## src/rtl/tick_sched_pkg.sv

```systemverilog
// Shared types and constants for the tick scheduler: channel state encoding,
// the default prescaler divisor for a 100 Hz tick at 50 MHz, and default counter width.
package tick_sched_pkg;

    typedef enum logic [1:0] {
        CH_IDLE    = 2'd0,
        CH_ARMED   = 2'd1,
        CH_PENDING = 2'd2
    } ch_state_e;

    localparam int DIV_100HZ     = 500000;
    localparam int DEFAULT_CNT_W = 16;

endpackage

```

## src/rtl/tick_scheduler_rr_arbiter.sv

```systemverilog
// Round-robin arbiter: grants the lowest-index request at or after the rotating pointer,
// and moves the pointer to one past the granted index.
module rr_arbiter #(
    parameter int NCH = 4
) (
    input  logic                   CLK,
    input  logic                   reset,
    input  logic [NCH-1:0]         req,
    input  logic                   en,
    output logic [NCH-1:0]         grant,
    output logic [$clog2(NCH)-1:0] grant_idx,
    output logic                   grant_valid
);

    localparam int IW = $clog2(NCH);

    logic [IW-1:0]  ptr_reg;
    logic [IW-1:0]  ptr_next;
    logic [NCH-1:0] rot;
    logic [IW-1:0]  off;
    logic [IW:0]    sum;
    logic           found;

    // Rotate requests so bit 0 corresponds to the pointer position.
    assign rot = NCH'({req, req} >> ptr_reg);

    always_comb begin
        found = 1'b0;
        off   = '0;
        for (int k = NCH - 1; k >= 0; k--) begin
            if (rot[k]) begin
                found = 1'b1;
                off   = IW'(k);
            end
        end
        sum = {1'b0, ptr_reg} + {1'b0, off};
        if (sum >= (IW + 1)'(NCH)) begin
            sum = sum - (IW + 1)'(NCH);
        end
        grant_idx   = sum[IW-1:0];
        grant_valid = en & found;
        grant       = grant_valid ? (NCH'(1) << grant_idx) : '0;
        ptr_next    = (grant_idx == IW'(NCH - 1)) ? '0 : grant_idx + 1'b1;
    end

    always_ff @(posedge CLK or negedge reset) begin
        if (!reset) begin
            ptr_reg <= '0;
        end else if (grant_valid) begin
            ptr_reg <= ptr_next;
        end
    end

endmodule

```

## src/rtl/tick_scheduler.sv

```systemverilog
// Multi-channel countdown scheduler with a tick prescaler and a round-robin event port.
// Define TICK_SCHED_AUTORELOAD_EN for periodic channels with sticky overrun flags.
module tick_scheduler
    import tick_sched_pkg::*;
#(
    parameter int NCH   = 4,
    parameter int CNT_W = DEFAULT_CNT_W,
    parameter int DIV   = DIV_100HZ
) (
    input  logic                   CLK,
    input  logic                   reset,
    output logic                   tick_o,
    input  logic                   ld_valid,
    input  logic [$clog2(NCH)-1:0] ld_ch,
    input  logic [CNT_W-1:0]       ld_count,
    output logic                   evt_valid,
    output logic [$clog2(NCH)-1:0] evt_ch,
    input  logic                   evt_ready,
    output logic [NCH-1:0]         armed_o,
    output logic [NCH-1:0]         overrun_o
);

    localparam int IW = $clog2(NCH);
    localparam int PW = (DIV > 1) ? $clog2(DIV) : 1;

    logic [PW-1:0]  presc_reg;
    logic [NCH-1:0] pend;
    logic [NCH-1:0] ld_hit;
    logic [NCH-1:0] grant;
    logic [IW-1:0]  grant_idx;
    logic           grant_valid;
    logic           grant_en;
    logic           evt_valid_reg;
    logic [IW-1:0]  evt_ch_reg;

    assign tick_o = (presc_reg == PW'(DIV - 1));

    always_ff @(posedge CLK or negedge reset) begin
        if (!reset) begin
            presc_reg <= '0;
        end else if (tick_o) begin
            presc_reg <= '0;
        end else begin
            presc_reg <= presc_reg + 1'b1;
        end
    end

    genvar gi;
    for (gi = 0; gi < NCH; gi++) begin : g_ch
        ch_state_e        state_reg;
        logic [CNT_W-1:0] count_reg;

        assign ld_hit[gi]  = ld_valid && (ld_ch == IW'(gi));
        assign pend[gi]    = (state_reg == CH_PENDING);
        assign armed_o[gi] = (state_reg != CH_IDLE);

`ifdef TICK_SCHED_AUTORELOAD_EN
        logic [CNT_W-1:0] reload_reg;
        logic             overrun_reg;

        assign overrun_o[gi] = overrun_reg;

        always_ff @(posedge CLK or negedge reset) begin
            if (!reset) begin
                state_reg   <= CH_IDLE;
                count_reg   <= '0;
                reload_reg  <= '0;
                overrun_reg <= 1'b0;
            end else if (ld_hit[gi]) begin
                state_reg   <= (ld_count == '0) ? CH_IDLE : CH_ARMED;
                count_reg   <= ld_count;
                reload_reg  <= ld_count;
                overrun_reg <= 1'b0;
            end else if (state_reg != CH_IDLE && tick_o && count_reg == CNT_W'(1)) begin
                // Expiry wins over a coincident grant: the new event stays queued.
                count_reg <= reload_reg;
                state_reg <= CH_PENDING;
                if (state_reg == CH_PENDING && !grant[gi]) begin
                    overrun_reg <= 1'b1;
                end
            end else begin
                if (state_reg != CH_IDLE && tick_o) begin
                    count_reg <= count_reg - 1'b1;
                end
                if (grant[gi]) begin
                    state_reg <= CH_ARMED;
                end
            end
        end
`else
        assign overrun_o[gi] = 1'b0;

        always_ff @(posedge CLK or negedge reset) begin
            if (!reset) begin
                state_reg <= CH_IDLE;
                count_reg <= '0;
            end else if (ld_hit[gi]) begin
                state_reg <= (ld_count == '0) ? CH_IDLE : CH_ARMED;
                count_reg <= ld_count;
            end else if (grant[gi]) begin
                state_reg <= CH_IDLE;
            end else if (state_reg == CH_ARMED && tick_o) begin
                count_reg <= count_reg - 1'b1;
                if (count_reg == CNT_W'(1)) begin
                    state_reg <= CH_PENDING;
                end
            end
        end
`endif
    end

    // A channel being reloaded this cycle is withheld from the arbiter so the load wins.
    assign grant_en = !evt_valid_reg || evt_ready;

    rr_arbiter #(.NCH(NCH)) u_arb (
        .CLK         (CLK),
        .reset       (reset),
        .req         (pend & ~ld_hit),
        .en          (grant_en),
        .grant       (grant),
        .grant_idx   (grant_idx),
        .grant_valid (grant_valid)
    );

    always_ff @(posedge CLK or negedge reset) begin
        if (!reset) begin
            evt_valid_reg <= 1'b0;
            evt_ch_reg    <= '0;
        end else if (grant_en) begin
            evt_valid_reg <= grant_valid;
            if (grant_valid) begin
                evt_ch_reg <= grant_idx;
            end
        end
    end

    assign evt_valid = evt_valid_reg;
    assign evt_ch    = evt_ch_reg;

endmodule

```

## config.mk

```make
export PLATFORM = sky130hd
export DESIGN_NAME = tick_scheduler
export DESIGN_NICKNAME = d
export VERILOG_FILES = /design/src/rtl/tick_sched_pkg.sv /design/src/rtl/tick_scheduler_rr_arbiter.sv /design/src/rtl/tick_scheduler.sv
export SDC_FILE = /design/constraint.sdc
export NUM_CORES = 1
export LEC_CHECK = 0
export BUFFER_PORTS_ARGS = -buffer_cell sky130_fd_sc_hd__buf_2
export CORE_MARGIN = 8
export CORE_UTILIZATION = 56
export DETAILED_ROUTE_END_ITERATION = 16
export GPL_TIMING_DRIVEN = 0
export PLACE_DENSITY = 0.8
export SYNTH_ARGS = -nofsm -noshare
export SYNTH_HDL_FRONTEND = slang
export SYNTH_SLANG_ARGS = --single-unit
export TNS_END_PERCENT = 5
```

## constraint.sdc

```tcl
create_clock -name CLK -period 3.3 [get_ports CLK]
set_clock_uncertainty 0.15 [all_clocks]
set_input_delay 0.165 -clock CLK [delete_from_list [all_inputs] [get_ports CLK]]
set_output_delay 0.165 -clock CLK [all_outputs]
set_load 0.03 [all_outputs]
```

==> flow_metrics.env <==
export IMPL_multi_input_area_sq_mm=0.00367
export IMPL_final_min_clock_period_ns=3.22
export IMPL_max_stage_delay_ns=0.50
export IMPL_syn_to_final_growth_pct=19.2
export IMPL_required_ns=3.45
export IMPL_clock_latency_ns=0.38
export IMPL_synth_xor_area_share=0.0572
export IMPL_synthArstFlopShare=1.00
export IMPL_grt_overflow=0
export IMPL_stdcell_count=908
export IMPL_die_y_um=119
export IMPL_path_cells="nor2b_4 -> nand2_1 -> o311a_1 -> o21ai_2 -> ha_4 -> xor2_2 -> and3_4 -> a2111o_1 -> buf_6 -> or3_1 -> a31oi_1"
export IMPL_max_cap_viol_count=0
export IMPL_grt_use_total=0.247
export IMPL_ys_warn_count=0
export IMPL_htree_levels=3
export IMPL_synth_largest_area_cell="dfrtp_1"
export IMPL_antenna_found_initial=1
export IMPL_synth_compound_area_frac=0.159
export IMPL_synth_most_common_cell="dfrtp_1"
export IMPL_place_hpwl_um=11900
export IMPL_initial_core_util=0.578
export IMPL_report_final_setup_viol=0
export IMPL_numCtsBuffers=9
export IMPL_drc=0
export IMPL_grt_busiest_layer="met2"
export IMPL_setup_tns_ns=0
export IMPL_synth_top_area_frac=0.402
export IMPL_path_clk_slew_ns=0.11
export IMPL_path_class="reg2reg"
export IMPL_die_w_um=119
export IMPL_fin_crit_sh=0.976
export IMPL_synth_top_family_by_area="simple AND/OR/NAND/NOR gates"
export IMPL_drive_gt1_frac=0.185
export IMPL_netlist_area_sq_mm=0.00597
export IMPL_grt_pass1_vias=5389
export IMPL_path_max_fanout=10
export IMPL_coreArea_sq_mm=0.0103
export IMPL_synth_edf_count=0
export IMPL_cp_top_family="compound AO/OA/AOI/OAI gates"
export IMPL_layout_nets=799
export IMPL_wl_per_cell_um=19.5
export IMPL_cts_tree="built"
export IMPL_via_per_inst=6.37
export IMPL_via_count=5783
export IMPL_synth_distinct_cells=63
export IMPL_clockRootBuffer="clkbuf_8"
export IMPL_status="finished clean"
export IMPL_syn_inst=692
export IMPL_place_inst=861
export IMPL_wirelength_um=17700
export IMPL_nFillCells=781
export IMPL_crit_buf_inv=1
export IMPL_io_pins=34
export IMPL_fmax_mhz=310
export IMPL_seqCellArea_sq_mm=0.00241
export IMPL_gp_congestion=0.950
export IMPL_powerDensity_mw_per_mm2=442
export IMPL_grt_met2_usage=0.376
export IMPL_port_buffers=29
export IMPL_ant_nets=0
export IMPL_cp_end_kind="flop"
export IMPL_cp_slowest_cell="a2111o_1"
export IMPL_first_iter_violations=761
export IMPL_rows=37
export IMPL_cts_sinks=96
export IMPL_met3_usage=0.0444
export IMPL_rsz0062_at_grt="true"
export IMPL_yosys_top_cells_area="dfrtp_1, nand2_1, nor2_1"
export IMPL_cp_arrival_ns=3.37
export IMPL_yosys_top_cells_count="dfrtp_1, nand2_1, nor2_1"
export IMPL_clock_path_buffers=2
export IMPL_p_leak_nw=2.75
export IMPL_synth_fa_ha_area_frac=0.0231
export IMPL_largest_reg_flops=64
export IMPL_die_area_sq_mm=0.0142
export IMPL_grt_first_pass_wirelength_um=28200
export IMPL_ys_ff_latch=96
export IMPL_postSynthAreaPerCell_sq_um=8.63
export IMPL_yosysSeqAreaShare=0.402
export IMPL_final_max_slew_viol_count=0
export IMPL_hold_viol_final=0
export IMPL_grt_start_max_net_pins=55
export IMPL_ys_flop_type="dfrtp_1"
export IMPL_hold_class="in2reg"
export IMPL_ir_worst_vdd_v=0.000264
export IMPL_synth_simple_area_share=0.303
export IMPL_grt_util_met1=0.334
export IMPL_tightest_slew_ns=0.748
export IMPL_slew_limit_headroom=0.498
export IMPL_cp_start_kind="flop"
export IMPL_synthMuxAreaShare=0.0233
export IMPL_drt_first_pass_iters=5
==> metrics by stage <==
step	hold WS, ns	util	area [sq um]	total power, mW	worst slack, ns
after global placement	0.295	0.610	6300	2.12	-0.659
after global routing	0.0909	0.689	7120	3.28	-0.0675
final	0.0663	0.689	7120	3.14	0.0786
after floorplan	-0.281	-	5980	1.93	0.0298
after CTS	0.0380	0.669	6900	3.03	-0.0000624
after detailed placement	0.0517	0.614	6330	2.17	-0.833
==> power breakdown <==
part | switching (mW) | internal (mW) | total (mW)
logic | 0.461 | 0.346 | 0.807
registers | 0.176 | 1.33 | 1.50
clock network | 0.440 | 0.394 | 0.834
total | 1.08 | 2.07 | 3.14
==> layer usage <==
metal | vias up | part of all wire
met3 | 49 | 0.088
met5 | - | 0
met4 | 0 | 0.037
met1 | 2785 | 0.42
met2 | 300 | 0.45
li1 | 2649 | -
==> cell families (layout without fill, tap and decap cells) <==
group                      count (synthesis)  count (layout)
adders and majority gates                 11              11
other                                      1               5
DFF                                       96              96
AOI/OAI and AO/OA                        141             141
muxes                                     13              13
and+or+nand+nor                          347             347
xor gates and xnor gates                  39              39
buffers and inverters                     44             120
==> area by class of cell <==
cell class                      instances  area share
Clock buffer                           12      0.0218
Clock inverter                          4     0.00739
Inverter                               13     0.00686
Buffer                                 30      0.0222
Timing Repair Buffer                   61      0.0638
Sequential cell                        96       0.338
Multi-Input combinational cell        555       0.515
Tap cell                              136      0.0239
Antenna cell                            1    0.000352
==> worst min-delay path: stages <==
cell,delay [ns]
buf_2,0.15
nor3b_2,0.11
nand2_1,0.07
o21ai_0,0.07
==> final timing paths <==
path | startpoint | to | slack [ns] | depth (start not counted)
worst max-delay path | g_ch[3].state_reg[0] | g_ch[1].count_reg[5] | 0.08 | 11
worst min register to register | presc_reg[0] | presc_reg[0] | 0.31 | 1
worst min-delay path | ld_ch[1] | g_ch[0].state_reg[0] | 0.07 | 4
max in group asynchronous | reset | u_arb.ptr_reg[1] | 2.16 | 3
worst max register to register | g_ch[3].state_reg[0] | g_ch[1].count_reg[5] | 0.08 | 11
min in group asynchronous | reset | presc_reg[0] | 0.17 | 2
==> cell usage in the layout (no fill, tap or decap), types with 5 or more instances in the layout <==
cell / instances
dfrtp_1: 91
nand2_1: 86
nor2_1: 74
o21ai_0: 44
a31oi_1: 32
buf_2: 32
or3_1: 28
nand3_1: 23
nor3_1: 19
buf_4: 19
xnor2_1: 19
clkbuf_1: 17
xor2_1: 17
dlygate4sd3_1: 17
inv_1: 13
a21oi_1: 11
nand3b_1: 11
clkbuf_8: 11
nor4_1: 10
nor2b_1: 10
nand2b_1: 10
ha_1: 9
o31ai_1: 8
or4_1: 7
mux2_2: 7
nand4_1: 7
and3_1: 6
o41ai_1: 6
mux2i_1: 6
or2_2: 6
a22oi_1: 5
dfrtp_2: 5
==> what timing repair did <==
item,4_1_cts,5_1_grt
endpoints found under the hold margin,76,0
buffers inserted,5,9
hold buffers,17,0
setup endpoints to repair,69,61
pin swaps,4,15
resized for setup,35,40
No activity file was read; power rests on OpenSTA's default activity.
